`src/rtl/mlp_seq_pkg.sv`:
```
// Shared types and width helpers for the sequential MLP trainer.
package mlp_seq_pkg;

  typedef enum logic [2:0] {
    S_IDLE, S_FWD_H, S_FWD_O, S_LOSS, S_BWD_H, S_BWD_O, S_DONE
  } state_e;

  function automatic int imax(input int a, input int b);
    return (a > b) ? a : b;
  endfunction

  function automatic int idx_w(input int n);
    return (n > 1) ? $clog2(n) : 1;
  endfunction

  function automatic int prod_w(input int a_w, input int b_w);
    return a_w + b_w;
  endfunction

  // Headroom for summing n_terms products without overflow.
  function automatic int acc_w(input int p_w, input int n_terms);
    return p_w + $clog2(n_terms) + 1;
  endfunction

  function automatic logic signed [63:0] sat(input logic signed [63:0] v, input int w);
    logic signed [63:0] hi, lo;
    hi = (64'sd1 <<< (w - 1)) - 64'sd1;
    lo = -hi - 64'sd1;
    if (v > hi) return hi;
    if (v < lo) return lo;
    return v;
  endfunction

endpackage

```
`src/rtl/mlp_mac.sv`:
```
// Signed multiply-accumulate: clr restarts the sum, en=0 holds it; sum_o is the next value.
module mlp_mac
  import mlp_seq_pkg::*;
#(
  parameter int A_W   = 19,
  parameter int B_W   = 13,
  parameter int ACC_W = 36
) (
  input  logic                    clk_i,
  input  logic                    rst_i,
  input  logic                    en_i,
  input  logic                    clr_i,
  input  logic signed [A_W-1:0]   a_i,
  input  logic signed [B_W-1:0]   b_i,
  output logic signed [ACC_W-1:0] sum_o
);
  localparam int PROD_W = prod_w(A_W, B_W);

  logic signed [PROD_W-1:0] prod;
  logic signed [ACC_W-1:0]  base;
  logic signed [ACC_W-1:0]  acc_q;

  assign prod  = PROD_W'(a_i) * PROD_W'(b_i);
  assign base  = clr_i ? '0 : acc_q;
  assign sum_o = base + ACC_W'(prod);

  always_ff @(posedge clk_i) begin
    if (rst_i)     acc_q <= '0;
    else if (en_i) acc_q <= sum_o;
  end

endmodule

```
`src/rtl/mlp_train_seq.sv`:
```
// N_IN-N_HID-1 ReLU perceptron with on-chip weights and one time-shared MAC (inference or SGD step).
// Define MLP_TRAIN_SEQ_SAT_EN to saturate updated weights instead of two's-complement wrapping.
module mlp_train_seq
  import mlp_seq_pkg::*;
#(
  parameter int N_IN     = 4,
  parameter int N_HID    = 2,
  parameter int X_W      = 4,
  parameter int W_W      = 8,
  parameter int H_W      = 10,
  parameter int OUT_W    = 19,
  parameter int LR_SHIFT = 4
) (
  input  logic                                 clk_i,
  input  logic                                 rst_i,
  input  logic                                 in_valid_i,
  output logic                                 in_ready_o,
  input  logic [N_IN*X_W-1:0]                  x_i,
  input  logic signed [OUT_W-1:0]              target_i,
  input  logic                                 train_i,
  output logic                                 out_valid_o,
  input  logic                                 out_ready_i,
  output logic signed [OUT_W-1:0]              y_o,
  output logic signed [OUT_W-1:0]              err_o,
  input  logic                                 wld_valid_i,
  input  logic [$clog2(N_HID*N_IN+N_HID)-1:0]  wld_addr_i,
  input  logic signed [W_W-1:0]                wld_data_i,
  output logic                                 busy_o,
  output logic [15:0]                          step_cnt_o
);
  localparam int NW     = N_HID*N_IN + N_HID;
  localparam int VBASE  = N_HID*N_IN;
  localparam int AW     = $clog2(NW);
  localparam int JW     = idx_w(N_HID);
  localparam int KW     = idx_w(N_IN);
  localparam int A_W    = imax(OUT_W, W_W);
  localparam int B_W    = imax(W_W + X_W + 1, H_W + 1);
  localparam int PROD_W = prod_w(A_W, B_W);
  localparam int ACC_W  = acc_w(PROD_W, imax(N_IN, N_HID));
  localparam int VX_W   = W_W + X_W + 1;
  localparam logic signed [ACC_W-1:0] H_MAX_A = ACC_W'(2**H_W - 1);

  state_e                      state_q, state_d;
  logic [JW-1:0]               j_q, j_d;
  logic [KW-1:0]               k_q, k_d;
  logic [N_IN-1:0][X_W-1:0]    x_q, x_d;
  logic signed [OUT_W-1:0]     t_q, t_d, y_q, y_d, err_q, err_d;
  logic                        train_q, train_d, rdy_q;
  logic [N_HID-1:0][H_W-1:0]   h_q, h_d;
  logic [15:0]                 step_q, step_d;

  logic signed [W_W-1:0]       wt_q [NW];
  logic                        we;
  logic [AW-1:0]               waddr;
  logic signed [W_W-1:0]       wdata;

  logic [AW-1:0]               haddr, vaddr;
  logic signed [W_W-1:0]       w_rd, v_rd;
  logic [X_W-1:0]              xk;
  logic [H_W-1:0]              hj;
  logic signed [VX_W-1:0]      vx;

  logic                        mac_en, mac_clr;
  logic signed [A_W-1:0]       mac_a;
  logic signed [B_W-1:0]       mac_b;
  logic signed [ACC_W-1:0]     mac_sum, delta;
  logic [H_W-1:0]              hsat;
  logic signed [OUT_W-1:0]     ysat, errsat;
  logic signed [W_W-1:0]       wold, wnew;
  logic                        k_last, j_last;

  assign haddr  = AW'(int'(j_q) * N_IN + int'(k_q));
  assign vaddr  = AW'(VBASE + int'(j_q));
  assign w_rd   = wt_q[haddr];
  assign v_rd   = wt_q[vaddr];
  assign xk     = x_q[k_q];
  assign hj     = h_q[j_q];
  assign vx     = VX_W'(v_rd) * VX_W'(signed'({1'b0, xk}));
  assign k_last = (k_q == KW'(N_IN - 1));
  assign j_last = (j_q == JW'(N_HID - 1));

  mlp_mac #(.A_W(A_W), .B_W(B_W), .ACC_W(ACC_W)) u_mac (
    .clk_i (clk_i),
    .rst_i (rst_i),
    .en_i  (mac_en),
    .clr_i (mac_clr),
    .a_i   (mac_a),
    .b_i   (mac_b),
    .sum_o (mac_sum)
  );

  // MAC operand select; backward phases use clr so sum is the bare gradient product.
  always_comb begin
    mac_en  = 1'b0;
    mac_clr = 1'b0;
    mac_a   = '0;
    mac_b   = '0;
    case (state_q)
      S_FWD_H: begin
        mac_en = 1'b1; mac_clr = (k_q == '0);
        mac_a  = A_W'(w_rd); mac_b = B_W'(signed'({1'b0, xk}));
      end
      S_FWD_O: begin
        mac_en = 1'b1; mac_clr = (j_q == '0);
        mac_a  = A_W'(v_rd); mac_b = B_W'(signed'({1'b0, hj}));
      end
      S_BWD_H: begin
        mac_en = 1'b1; mac_clr = 1'b1;
        mac_a  = A_W'(err_q); mac_b = B_W'(vx);
      end
      S_BWD_O: begin
        mac_en = 1'b1; mac_clr = 1'b1;
        mac_a  = A_W'(err_q); mac_b = B_W'(signed'({1'b0, hj}));
      end
      default: ;
    endcase
  end

  always_comb begin
    if (mac_sum[ACC_W-1])      hsat = '0;
    else if (mac_sum > H_MAX_A) hsat = '1;
    else                        hsat = mac_sum[H_W-1:0];
    ysat   = OUT_W'(sat(64'(mac_sum), OUT_W));
    errsat = OUT_W'(sat(64'(t_q) - 64'(y_q), OUT_W));
    delta  = (state_q == S_BWD_H) ? (mac_sum >>> (2*LR_SHIFT)) : (mac_sum >>> LR_SHIFT);
    wold   = (state_q == S_BWD_H) ? w_rd : v_rd;
`ifdef MLP_TRAIN_SEQ_SAT_EN
    wnew   = W_W'(sat(64'(wold) + 64'(delta), W_W));
`else
    wnew   = W_W'(64'(wold) + 64'(delta));
`endif
  end

  always_comb begin
    state_d = state_q;
    j_d     = j_q;
    k_d     = k_q;
    x_d     = x_q;
    t_d     = t_q;
    train_d = train_q;
    h_d     = h_q;
    y_d     = y_q;
    err_d   = err_q;
    step_d  = step_q;
    we      = 1'b0;
    waddr   = '0;
    wdata   = '0;
    case (state_q)
      S_IDLE: begin
        if (wld_valid_i) begin
          if (int'(wld_addr_i) < NW) begin
            we = 1'b1; waddr = wld_addr_i; wdata = wld_data_i;
          end
        end else if (in_valid_i && rdy_q) begin
          state_d = S_FWD_H; j_d = '0; k_d = '0;
          x_d = x_i; t_d = target_i; train_d = train_i;
        end
      end
      S_FWD_H, S_BWD_H: begin
        if (state_q == S_FWD_H && k_last) h_d[j_q] = hsat;
        // ReLU gate: neurons that did not fire keep their input weights.
        if (state_q == S_BWD_H && hj != '0) begin
          we = 1'b1; waddr = haddr; wdata = wnew;
        end
        if (k_last) begin
          k_d = '0;
          if (j_last) begin
            j_d = '0;
            state_d = (state_q == S_FWD_H) ? S_FWD_O : S_BWD_O;
          end else j_d = j_q + JW'(1);
        end else k_d = k_q + KW'(1);
      end
      S_FWD_O: begin
        if (j_last) begin
          y_d = ysat; j_d = '0; state_d = S_LOSS;
        end else j_d = j_q + JW'(1);
      end
      S_LOSS: begin
        if (train_q) begin
          err_d = errsat; step_d = step_q + 16'd1; state_d = S_BWD_H;
        end else begin
          err_d = '0; state_d = S_DONE;
        end
      end
      S_BWD_O: begin
        we = 1'b1; waddr = vaddr; wdata = wnew;
        if (j_last) begin
          j_d = '0; state_d = S_DONE;
        end else j_d = j_q + JW'(1);
      end
      S_DONE: if (out_ready_i) state_d = S_IDLE;
      default: state_d = S_IDLE;
    endcase
  end

  always_ff @(posedge clk_i) begin
    if (rst_i) begin
      state_q <= S_IDLE;
      j_q     <= '0;
      k_q     <= '0;
      x_q     <= '0;
      t_q     <= '0;
      train_q <= 1'b0;
      h_q     <= '0;
      y_q     <= '0;
      err_q   <= '0;
      step_q  <= '0;
      rdy_q   <= 1'b0;
    end else begin
      state_q <= state_d;
      j_q     <= j_d;
      k_q     <= k_d;
      x_q     <= x_d;
      t_q     <= t_d;
      train_q <= train_d;
      h_q     <= h_d;
      y_q     <= y_d;
      err_q   <= err_d;
      step_q  <= step_d;
      rdy_q   <= 1'b1;
    end
  end

  always_ff @(posedge clk_i) begin
    if (rst_i) begin
      for (int j = 0; j < N_HID; j++) begin
        for (int k = 0; k < N_IN; k++) wt_q[j*N_IN + k] <= W_W'(k + 1);
        wt_q[VBASE + j] <= W_W'(j + 1);
      end
    end else if (we) begin
      wt_q[waddr] <= wdata;
    end
  end

  assign in_ready_o  = rdy_q && (state_q == S_IDLE) && !wld_valid_i;
  assign out_valid_o = (state_q == S_DONE);
  assign busy_o      = (state_q != S_IDLE);
  assign y_o         = y_q;
  assign err_o       = err_q;
  assign step_cnt_o  = step_q;

endmodule

```
`config.mk`:
```
export PLATFORM = sky130hd
export DESIGN_NAME = mlp_train_seq
export DESIGN_NICKNAME = d
export VERILOG_FILES = /design/src/rtl/mlp_seq_pkg.sv /design/src/rtl/mlp_mac.sv /design/src/rtl/mlp_train_seq.sv
export SDC_FILE = /design/constraint.sdc
export NUM_CORES = 1
export LEC_CHECK = 0
export CELL_PAD_IN_SITES_DETAIL_PLACEMENT = 2
export CELL_PAD_IN_SITES_GLOBAL_PLACEMENT = 2
export CORE_ASPECT_RATIO = 0.7
export CORE_UTILIZATION = 45
export DETAILED_ROUTE_END_ITERATION = 6
export DONT_BUFFER_PORTS = 1
export GPL_TIMING_DRIVEN = 0
export MAX_ROUTING_LAYER = met4
export PLACE_DENSITY = 0.9
export RECOVER_POWER = 100
export SYNTH_ARGS = -nofsm -noshare
export SYNTH_HDL_FRONTEND = slang
export SYNTH_HIERARCHICAL = 1
export SYNTH_SLANG_ARGS = --single-unit
```
`constraint.sdc`:
```
create_clock -name clk_i -period 29.7 [get_ports clk_i]
set_input_delay 5.94 -clock clk_i [delete_from_list [all_inputs] [get_ports clk_i]]
set_output_delay 5.94 -clock clk_i [all_outputs]
set_load 0.1 [all_outputs]
```
==> results.yml, run 1 <==
logic_synthesis:
  synth_top_family_by_area: "adder cells"
  seq_area_frac_synth_pct: 22.70
  synth_ff_type: "dfxtp_1"
  synth_compound_area_share_pct: 10.57
  synth.ff_latch_count: 232
  synth.most_common_cell: "inv_1"
  yosysTopAreaCell: "fa_1"
  synth.top_cells.by_area: "fa_1 (25%), dfxtp_1 (13%), edfxtp_1 (10%)"
  synth_edf_count: 80
  synth.area.mux_share_pct: 5.305
  avgSynthCellArea_um2: 8.967
  syn-num-nets: 3179
  synth_cell_type_count: 86
  synth_simple_gate_area_share_pct: 16.69
  synth_fa_ha_area_share_pct: 33.03
  synth_top_area_share_pct: 25.12
  synthTopCellsByCount: "inv_1 (424), nand2_1 (317), fa_1 (301)"
  yosys_warnings: 6
  postSynthCellCount: 2675
  synth-xor-area-share_pct: 2.958
  async_reset_ff_share_pct: 0
  synthesis.area_mm2: 0.02399
timing:
  maxSlewHeadroom_pct: -28.42
  rsz0062_at_grt: "no"
  post-route-period-util_pct: 64.29
  fin_setup_tns_ns: 0
  fin_crit_ns: 19.09
  finalSetupViolCount: 0
  max_freq_ghz: 0.05237
  tightest_slew_ns: 1.906
  drv_slew: 15
  finalHoldViolations: 0
  finalClockSkew_ns: 0.02548
routing:
  drtIter0Drc: 1774
  routedWlPerCell_um: 28.73
  ant_nets: 0
  drc: 0
  first_pass_iters: 5
  via_count: 20670
  vias_per_cell: 6.072
  drt_wl_total_um: 97780
run_status:
  status: "complete, but fails checks"
  violations: "max-capacitance violations, max-slew violations"
global_route:
  antenna_found_initial: 6
  grt_pass1_vias: 23650
  gr-total-overflow: 0
  grt_pass1_wl_um: 148000
  grt_start_max_net_pins: 18
  track_usage_pct: 37.52
critical_path:
  crit_top_cell: "fa_1"
  crit_path_max_incr_delay_ns: 1.53
  arrival_ns: 19.54
  worst_setup_path_start_kind: "register"
  crit_slowest_cell: "o21ai_0"
  critPathMaxFanout: 10
  required_ns: 30.14
  crit_type: "register to register"
  critical_path.endpoint_type: "register"
  r2r_setup_slack_ns: 10.61
placed_design:
  hpwl_um: 79000
  gp_congestion: 0.9372
  numPortBuffers: 0
finish:
  drive_gt1_share_pct: 3.276
  multi_input_area_mm2: 0.01641
  finalNetCount: 3207
  seqCellArea_mm2: 0.005445
  area_delta_synth_final_pct: 6.567
  fillers: 5722
power:
  power.density_mw_per_mm2: 41.46
  peakVddDrop_uv: 43.30
  power_uw: 1060
  leakagePower_uw: 0.01169
floorplanning:
  die_x_um: 278.0
  placementRows: 70
  die_y_um: 195.2
  core_area_mm2: 0.05246
  initial_core_util_pct: 45.72
  ios: 110
  dieArea_mm2: 0.05425
cts:
  cts_hold_buf: 0
  path_clk_slew_ns: 0.06
  insertion_delay_ns: 0.56
  cts.path.max_buffers: 3
  cts_htree_levels: 1
  cts_root_buf: "clkbuf_16"
  postCtsSetupBuffers: 0
  cts_buffers: 23
  post_cts_resized: 0
  cts_sinks: 232
  cts_tree: "done"
worst_hold_path:
  hp-class: "register to register"
job:
  maxCapViolCount: 3
==> routing by layer <==
metal  vias to the layer above  wire (µm)  GRT usage (%)
met1                     10990      40450          47.52
li1                       8698          -              -
met4                         0       2962          11.44
met5                         -          0              -
met2                       791      47920          62.41
met3                       188       6444          5.193
==> sequential cells by signal, summed over array words and instances (netlist names) <==
name / cells
t_q: 19
x_q: 16
j_last: 1
k_q: 2
train_q: 1
state_q: 3
wt_q: 80
u_mac/acc_q: 35
y_o: 19
err_o: 19
rdy_q: 1
h_q: 20
step_cnt_o: 16
==> layout make-up <==
cell class                      count  share of cell area (%)
Timing Repair Buffer                3                  0.1077
Antenna cell                        3                 0.02937
Multi-Input combinational cell   1889                   64.20
Sequential cell                   232                   21.30
Clock inverter                     11                  0.4307
Tap cell                          684                   3.348
Buffer                            126                   1.889
Clock buffer                       28                   2.403
Inverter                          428                   6.285
==> logic make-up (layout without fill, tap and decap cells) <==
group                    count (synthesis)  after routing
buffers and inverters                  554            596
AND/OR/NAND/NOR                        869            869
adder cells (fa/ha/maj)                453            453
XOR/XNOR                                81             81
flip-flops                             232            232
other                                    0              3
AO/OA/AOI/OAI                          382            382
multiplexers                           104            104
==> through the flow <==
step / area [µm²] / hold slack (ns) / utilization (%) / setup slack, ns / cells
after floorplan: 23990 / 0.4329 / - / 16.90 / 2675
after global placement: 24840 / 0.4408 / 47.35 / 12.97 / 3359
after detailed placement: 24890 / 0.4548 / 47.44 / 13.16 / 3362
after CTS: 25610 / 0.4638 / 48.82 / 12.95 / 3401
after global routing: 25560 / 0.4778 / 48.72 / 10.09 / 3403
final: 25560 / 0.4581 / 48.72 / 10.61 / 3404
==> power by group <==
part | switching [µW] | leakage (µW) | total [µW] | internal (µW)
Clock | 141 | 0.000361 | 305 | 164
Combinational | 290 | 0.00932 | 405 | 114
Sequential | 9.60 | 0.00201 | 350 | 340
==> critical path, delay by kind of cell (launching register included) <==
kind	cells	cell delay [ns]
and+or+nand+nor	7	1.96
buffers and inverters	12	3.81
adders and majority gates	11	5.15
AOI/OAI and AO/OA	13	7.21
DFF	1	0.34
xor gates and xnor gates	2	0.47
==> final timing paths <==
check | from | cells after the start | endpoint
max | k_q[1] | 45 | y_o[11]
min reg2reg | x_q[5] | 2 | x_q[5]
min | x_q[5] | 2 | x_q[5]
max reg2reg | k_q[1] | 45 | y_o[11]
==> placed cells by master, fill, tap and decap left out, types with 10 or more instances in the layout <==
cell / n
xnor2_1: 48
fa_1: 301
edfxtp_1: 80
ha_1: 150
buf_1: 10
clkbuf_1: 116
a211oi_1: 30
a21o_1: 34
nor2_1: 254
nor2b_1: 45
dfxtp_1: 152
nand3_1: 18
and3_1: 18
mux2_2: 15
mux4_2: 17
a221o_1: 16
nand2b_1: 20
xor2_1: 33
nand4_1: 20
a21oi_1: 142
nand2_1: 317
nor3_1: 33
and2_1: 101
inv_1: 424
mux2i_1: 72
o21ai_0: 60
clkbuf_16: 23
Power figures use the tool's default switching activity.
==> inputs of run 2 (changes only) <==
CORE_UTILIZATION = 38   (was 45)
PLACE_DENSITY = 0.81   (was 0.9)
clock period = 16.35 ns   (was 29.7 ns; I/O delays follow)
==> run 2 against run 1 <==
Effect of this change: the flow still finishes with violations (max-capacitance violations, max-slew violations); flip-flop and latch count unchanged; largest power group unchanged; final cell count grew 4.0%; setup slack lost 9.9 ns; design area rose by 1.1%; hold slack better by 0.0084 ns; via count is 4.3% lower; sequential power up 81%; utilization down 7.0 points; first-iteration DRC count decreased by 23%; non-clock buffer count is 1 lower; critical path type unchanged.
==> results.yml, run 2 (synthesis results as in run 1) <==
timing:
  finalClockSkew_ns: 0.01113
  fin_crit_ns: 15.66
  max_freq_ghz: 0.06384
  post-route-period-util_pct: 95.80
  finalHoldViolations: 0
  maxSlewHeadroom_pct: -21.36
  fin_ws_ns: 0.6862
  rsz0062_at_grt: "no"
  tightest_slew_ns: 1.814
  drv_slew: 1
  finalSetupViolCount: 0
finish:
  regMostFlops: "wt_q"
  drive_gt1_share_pct: 3.607
  largest_reg_flops: 80
  finalNetCount: 3206
  layout_commonest_cell: "inv_1"
  final_cell_mix: "inv_1 (424), nand2_1 (317), fa_1 (301)"
  largestRegisters: "wt_q x80, u_mac/acc_q x35, h_q x20"
  area_delta_synth_final_pct: 7.699
  instances_no_fill: 3540
  multi_input_area_mm2: 0.01643
  fillers: 6847
  seqCellArea_mm2: 0.005445
routing:
  vias_per_cell: 5.586
  drt_wl_total_um: 89210
  routed.top_layer: "met4"
  wl_met3_um: 5103
  via_count: 19780
  ant_nets: 0
  drtIter0Drc: 1372
  met2WireLength_um: 41320
  drc: 0
  routedWlPerCell_um: 25.20
  met1_length_um: 41660
  first_pass_iters: 5
global_route:
  grt_pass1_vias: 22240
  antenna_found_initial: 4
  grt_pass1_wl_um: 136700
  track_usage_pct: 29.21
  grt_start_max_net_pins: 18
  gr-total-overflow: 0
placed_design:
  placed_cells: 3497
  gp_congestion: 0.9021
  dp_slack_ns: 0.2823
  hpwl_um: 74430
  numPortBuffers: 0
floorplanning:
  dieArea_mm2: 0.06415
  ios: 110
  core_area_mm2: 0.06190
  die_x_um: 302.3
  die_y_um: 212.2
  initial_core_util_pct: 38.75
  placementRows: 76
power:
  power.density_mw_per_mm2: 75.38
  leakagePower_uw: 0.01173
  power_uw: 1947
  peakVddDrop_uv: 65.66
critical_path:
  critical_path.endpoint_type: "register"
  cpLargestDelayFamily: "adder cells"
  crit_slowest_cell: "nor2_1"
  required_ns: 16.75
  crit_path_max_incr_delay_ns: 0.86
  crit_type: "register to register"
  worst_setup_path_start_kind: "register"
  crit_buf_inv: 9
  crit_top_cell: "fa_1"
  cp-startpoint: "k_q[1]"
  arrival_ns: 16.06
  r2r-start: "k_q[1]"
  critPathMaxFanout: 10
cts:
  cts_buffers: 23
  cts_root_buf: "clkbuf_16"
  cts_sinks: 232
  insertion_delay_ns: 0.54
  postCtsSetupBuffers: 0
  path_clk_slew_ns: 0.08
  cts_hold_buf: 0
  cts.path.max_buffers: 3
  cts_tree: "done"
  cts_htree_levels: 1
job:
  maxCapViolCount: 1
worst_hold_path:
  hp-start: "x_q[5]"
  hp-class: "register to register"
run_status:
  status: "complete, but fails checks"
  violations: "max-capacitance violations, max-slew violations"
[run 2: changes by cell type in the layout (fill, tap and decap cells not counted), moves of 2 or more]
cell        delta
bufinv_16      +3
o21ai_2        +3
clkinv_1       -2
clkinvlp_4     +2
clkinv_2       -2
o21ai_0        -2
clkbuf_1       -2
[run 2: repair_timing]
item                                    4_1_cts  5_1_grt
hold endpoints to repair                      0        0
endpoints found under the setup margin        0       54
gates resized for setup                       0        6
[run 2: stage by stage]
| stage | instance area, µm² | utilization (%) | setup TNS (ns) | hold WS, ns |
|---|---|---|---|---|
| finish | 25830 | 41.73 | 0 | 0.4665 |
| detailed placement | 25060 | 40.48 | 0 | 0.4565 |
| floorplan | 23990 | - | 0 | 0.4329 |
| global route | 25820 | 41.72 | 0 | 0.4940 |
| global placement | 25010 | 40.40 | -6.090 | 0.4405 |
| CTS | 25870 | 41.79 | 0 | 0.4669 |
[run 2: worst register-to-register path: cells and delay by family (launching register included)]
| family | cells | cell delay [ns] |
|---|---|---|
| AO/OA/AOI/OAI | 11 | 3.79 |
| XOR/XNOR | 2 | 0.32 |
| adder cells (fa/ha/maj) | 11 | 5.08 |
| buffers and inverters | 9 | 2.94 |
| flip-flops | 1 | 0.35 |
| multiplexers | 1 | 0.23 |
| AND/OR/NAND/NOR | 9 | 2.81 |
[run 2: worst paths after layout]
| check | to | slack, ns | cells after the start |
|---|---|---|---|
| max | h_q[0] | 0.69 | 43 |
| min | x_q[5] | 0.47 | 2 |
| max reg2reg | h_q[0] | 0.69 | 43 |
| min reg2reg | x_q[5] | 0.47 | 2 |
[run 2: area by class of cell]
class,count,area share (%)
Sequential cell,232,21.08
Buffer,125,1.860
Inverter,428,6.219
Clock buffer,28,2.378
Timing Repair Buffer,3,0.09202
Multi-Input combinational cell,1889,63.60
Tap cell,819,3.967
Antenna cell,4,0.03875
Clock inverter,12,0.7652
[run 2: routing by layer]
layer  track usage (%)  up-vias
met5                 -        -
met4             3.797        0
met3             3.689       84
met2             46.36      507
met1             40.84    10500
li1                  -     8689
[run 2: report_power, final]
part | internal (µW) | total (µW) | leakage [µW] | switching, µW
clock network | 348 | 603 | 0.000392 | 256
logic | 204 | 710 | 0.00933 | 506
registers | 617 | 634 | 0.00201 | 16.6
==> inputs of run 3 (changes only) <==
PLACE_DENSITY = not set   (was 0.81)
PLACE_DENSITY_LB_ADDON = 0.12   (was not set)
RECOVER_POWER = not set   (was 100)
==> run 3 against run 2 <==
Effect of this change: the flow now finishes without violations; final cell count about the same; clock skew up 0.0019 ns; non-clock buffer count unchanged; power up 0.95%; design area up 0.37%; sequential power about the same; setup slack worse by 0.029 ns; critical endpoint is now y_o[11]; flip-flop and latch count unchanged; critical path depth down 2.
==> results.yml, run 3 (synthesis results as in run 1) <==
routing:
  drc: 0
  drt_wl_total_um: 86630
  first_pass_iters: 7
  vias_per_cell: 5.489
  drtIter0Drc: 1191
  routedWlPerCell_um: 24.48
  via_count: 19430
  ant_nets: 0
finish:
  largest_reg_flops: 80
  regMostFlops: "wt_q"
  fillers: 6768
  area_delta_synth_final_pct: 8.101
  drive_gt1_share_pct: 4.012
  layout_commonest_cell: "inv_1"
  final_cell_mix: "inv_1 (424), nand2_1 (317), fa_1 (301)"
  largestRegisters: "wt_q x80, u_mac/acc_q x35, h_q x20"
  instances_no_fill: 3539
  finalNetCount: 3206
  finish.utilization_pct: 41.89
floorplanning:
  core_area_mm2: 0.06190
  placementRows: 76
  initial_core_util_pct: 38.75
  die_x_um: 302.3
  die_y_um: 212.2
  dieArea_mm2: 0.06415
  ios: 110
cts:
  cts_tree: "done"
  cts_htree_levels: 1
  path_clk_slew_ns: 0.07
  cts_sinks: 232
  cts_buffers: 23
  cts.path.max_buffers: 3
  postCtsSetupBuffers: 0
  cts_root_buf: "clkbuf_16"
  insertion_delay_ns: 0.54
placed_design:
  hpwl_um: 72280
  numPortBuffers: 0
  gp_congestion: 0.9222
  placed_cells: 3496
timing:
  fin_setup_tns_ns: 0
  finalHoldViolations: 0
  post-route-period-util_pct: 95.98
  fin_crit_ns: 15.69
  rsz0062_at_grt: "no"
  finalClockSkew_ns: 0.01301
  finalSetupViolCount: 0
  tightest_slew_ns: 1.487
  drv_slew: 0
  max_freq_ghz: 0.06372
  maxSlewHeadroom_pct: 0.8588
critical_path:
  crit_path_max_incr_delay_ns: 0.91
  r2r_setup_slack_ns: 0.66
  critical_path.endpoint_type: "register"
  required_ns: 16.79
  crit_top_cell: "fa_1"
  worst_setup_path_start_kind: "register"
  r2r_cells: 41
  r2r-start: "k_q[1]"
  crit_slowest_cell: "nor2_1"
  arrival_ns: 16.13
  rr_endpoint: "y_o[11]"
  crit_type: "register to register"
  critPathMaxFanout: 10
power:
  peakVddDrop_uv: 99.93
  leakagePower_uw: 0.01177
  power.density_mw_per_mm2: 75.81
global_route:
  antenna_found_initial: 10
  grt_pass1_wl_um: 132800
  track_usage_pct: 28.39
  gr-total-overflow: 0
  grt_pass1_vias: 21750
  grt_start_max_net_pins: 18
worst_hold_path:
  min_to: "x_q[6]"
  hp-start: "x_q[6]"
  hp-class: "register to register"
  holdPathStages: 2
run_status:
  status: "completed"
job:
  maxCapViolCount: 0
==> run 3: through the flow <==
| stage | setup slack, ns | power (µW) | cell area, µm² | hold WS (ns) |
|---|---|---|---|---|
| 5_1_grt | 0.09562 | 2057 | 25920 | 0.4832 |
| 3_3_place_gp | -0.9445 | 1314 | 25010 | 0.4417 |
| 4_1_cts | 0.08361 | 1967 | 25900 | 0.4634 |
| 6_report | 0.6571 | 1966 | 25930 | 0.4633 |
| 3_5_place_dp | 0.1671 | 1343 | 25050 | 0.4547 |
| 2_1_floorplan | 4.042 | 1078 | 23990 | 0.4329 |
==> run 3: worst max path at each step <==
stage,slack (ns),from,endpoint
global route,0.1,k_q[1],h_q[2]
global placement,-0.94,k_q[1],y_o[11]
detailed placement,0.17,k_q[1],y_o[11]
CTS,0.08,k_q[1],y_o[11]
finish,0.66,k_q[1],y_o[11]
floorplan,4.04,k_q[0],y_o[18]
==> run 3: routing by layer <==
| metal | part of all wire (%) | wire length, µm | track usage, % |
|---|---|---|---|
| met4 | 1.9 | 1687 | 5.068 |
| met1 | 48 | 41900 | 40.31 |
| met3 | 5.2 | 4487 | 4.016 |
| met5 | 0 | 0 | - |
| met2 | 45 | 38560 | 43.35 |
==> run 3: cell type report <==
type                       instances  area (µm²)  area share, %
clock inverter                    14       250.2         0.9651
sequential                       232        5445          21.00
tap                              819        1025          3.952
buffer                           125       488.0          1.882
multi-input combinational       1889       16480          63.57
inverter                         428        1607          6.196
antenna                            3       7.507        0.02895
timing repair buffer               3       26.28         0.1013
clock buffer                      26       596.8          2.302
==> run 3: timing repair <==
| action | CTS | global route |
|---|---|---|
| gates resized for setup | 0 | 4 |
| endpoints found under the setup margin | 0 | 39 |
| hold buffers | 0 | 0 |
==> run 3: critical path, delay by kind of cell (launching register included) <==
| family | cells | cell delay (ns) |
|---|---|---|
| simple gates | 5 | 1.59 |
| flops | 1 | 0.35 |
| compound gates | 13 | 4.96 |
| xor+xnor | 2 | 0.42 |
| fa+ha+maj | 11 | 5.09 |
| buf+inv | 10 | 3.12 |
==> run 3: report_power, final <==
part	internal, µW	total (µW)	switching (µW)
Combinational	205	710	505
Sequential	617	633	15.7
Clock	373	623	250
Total	1200	1970	770
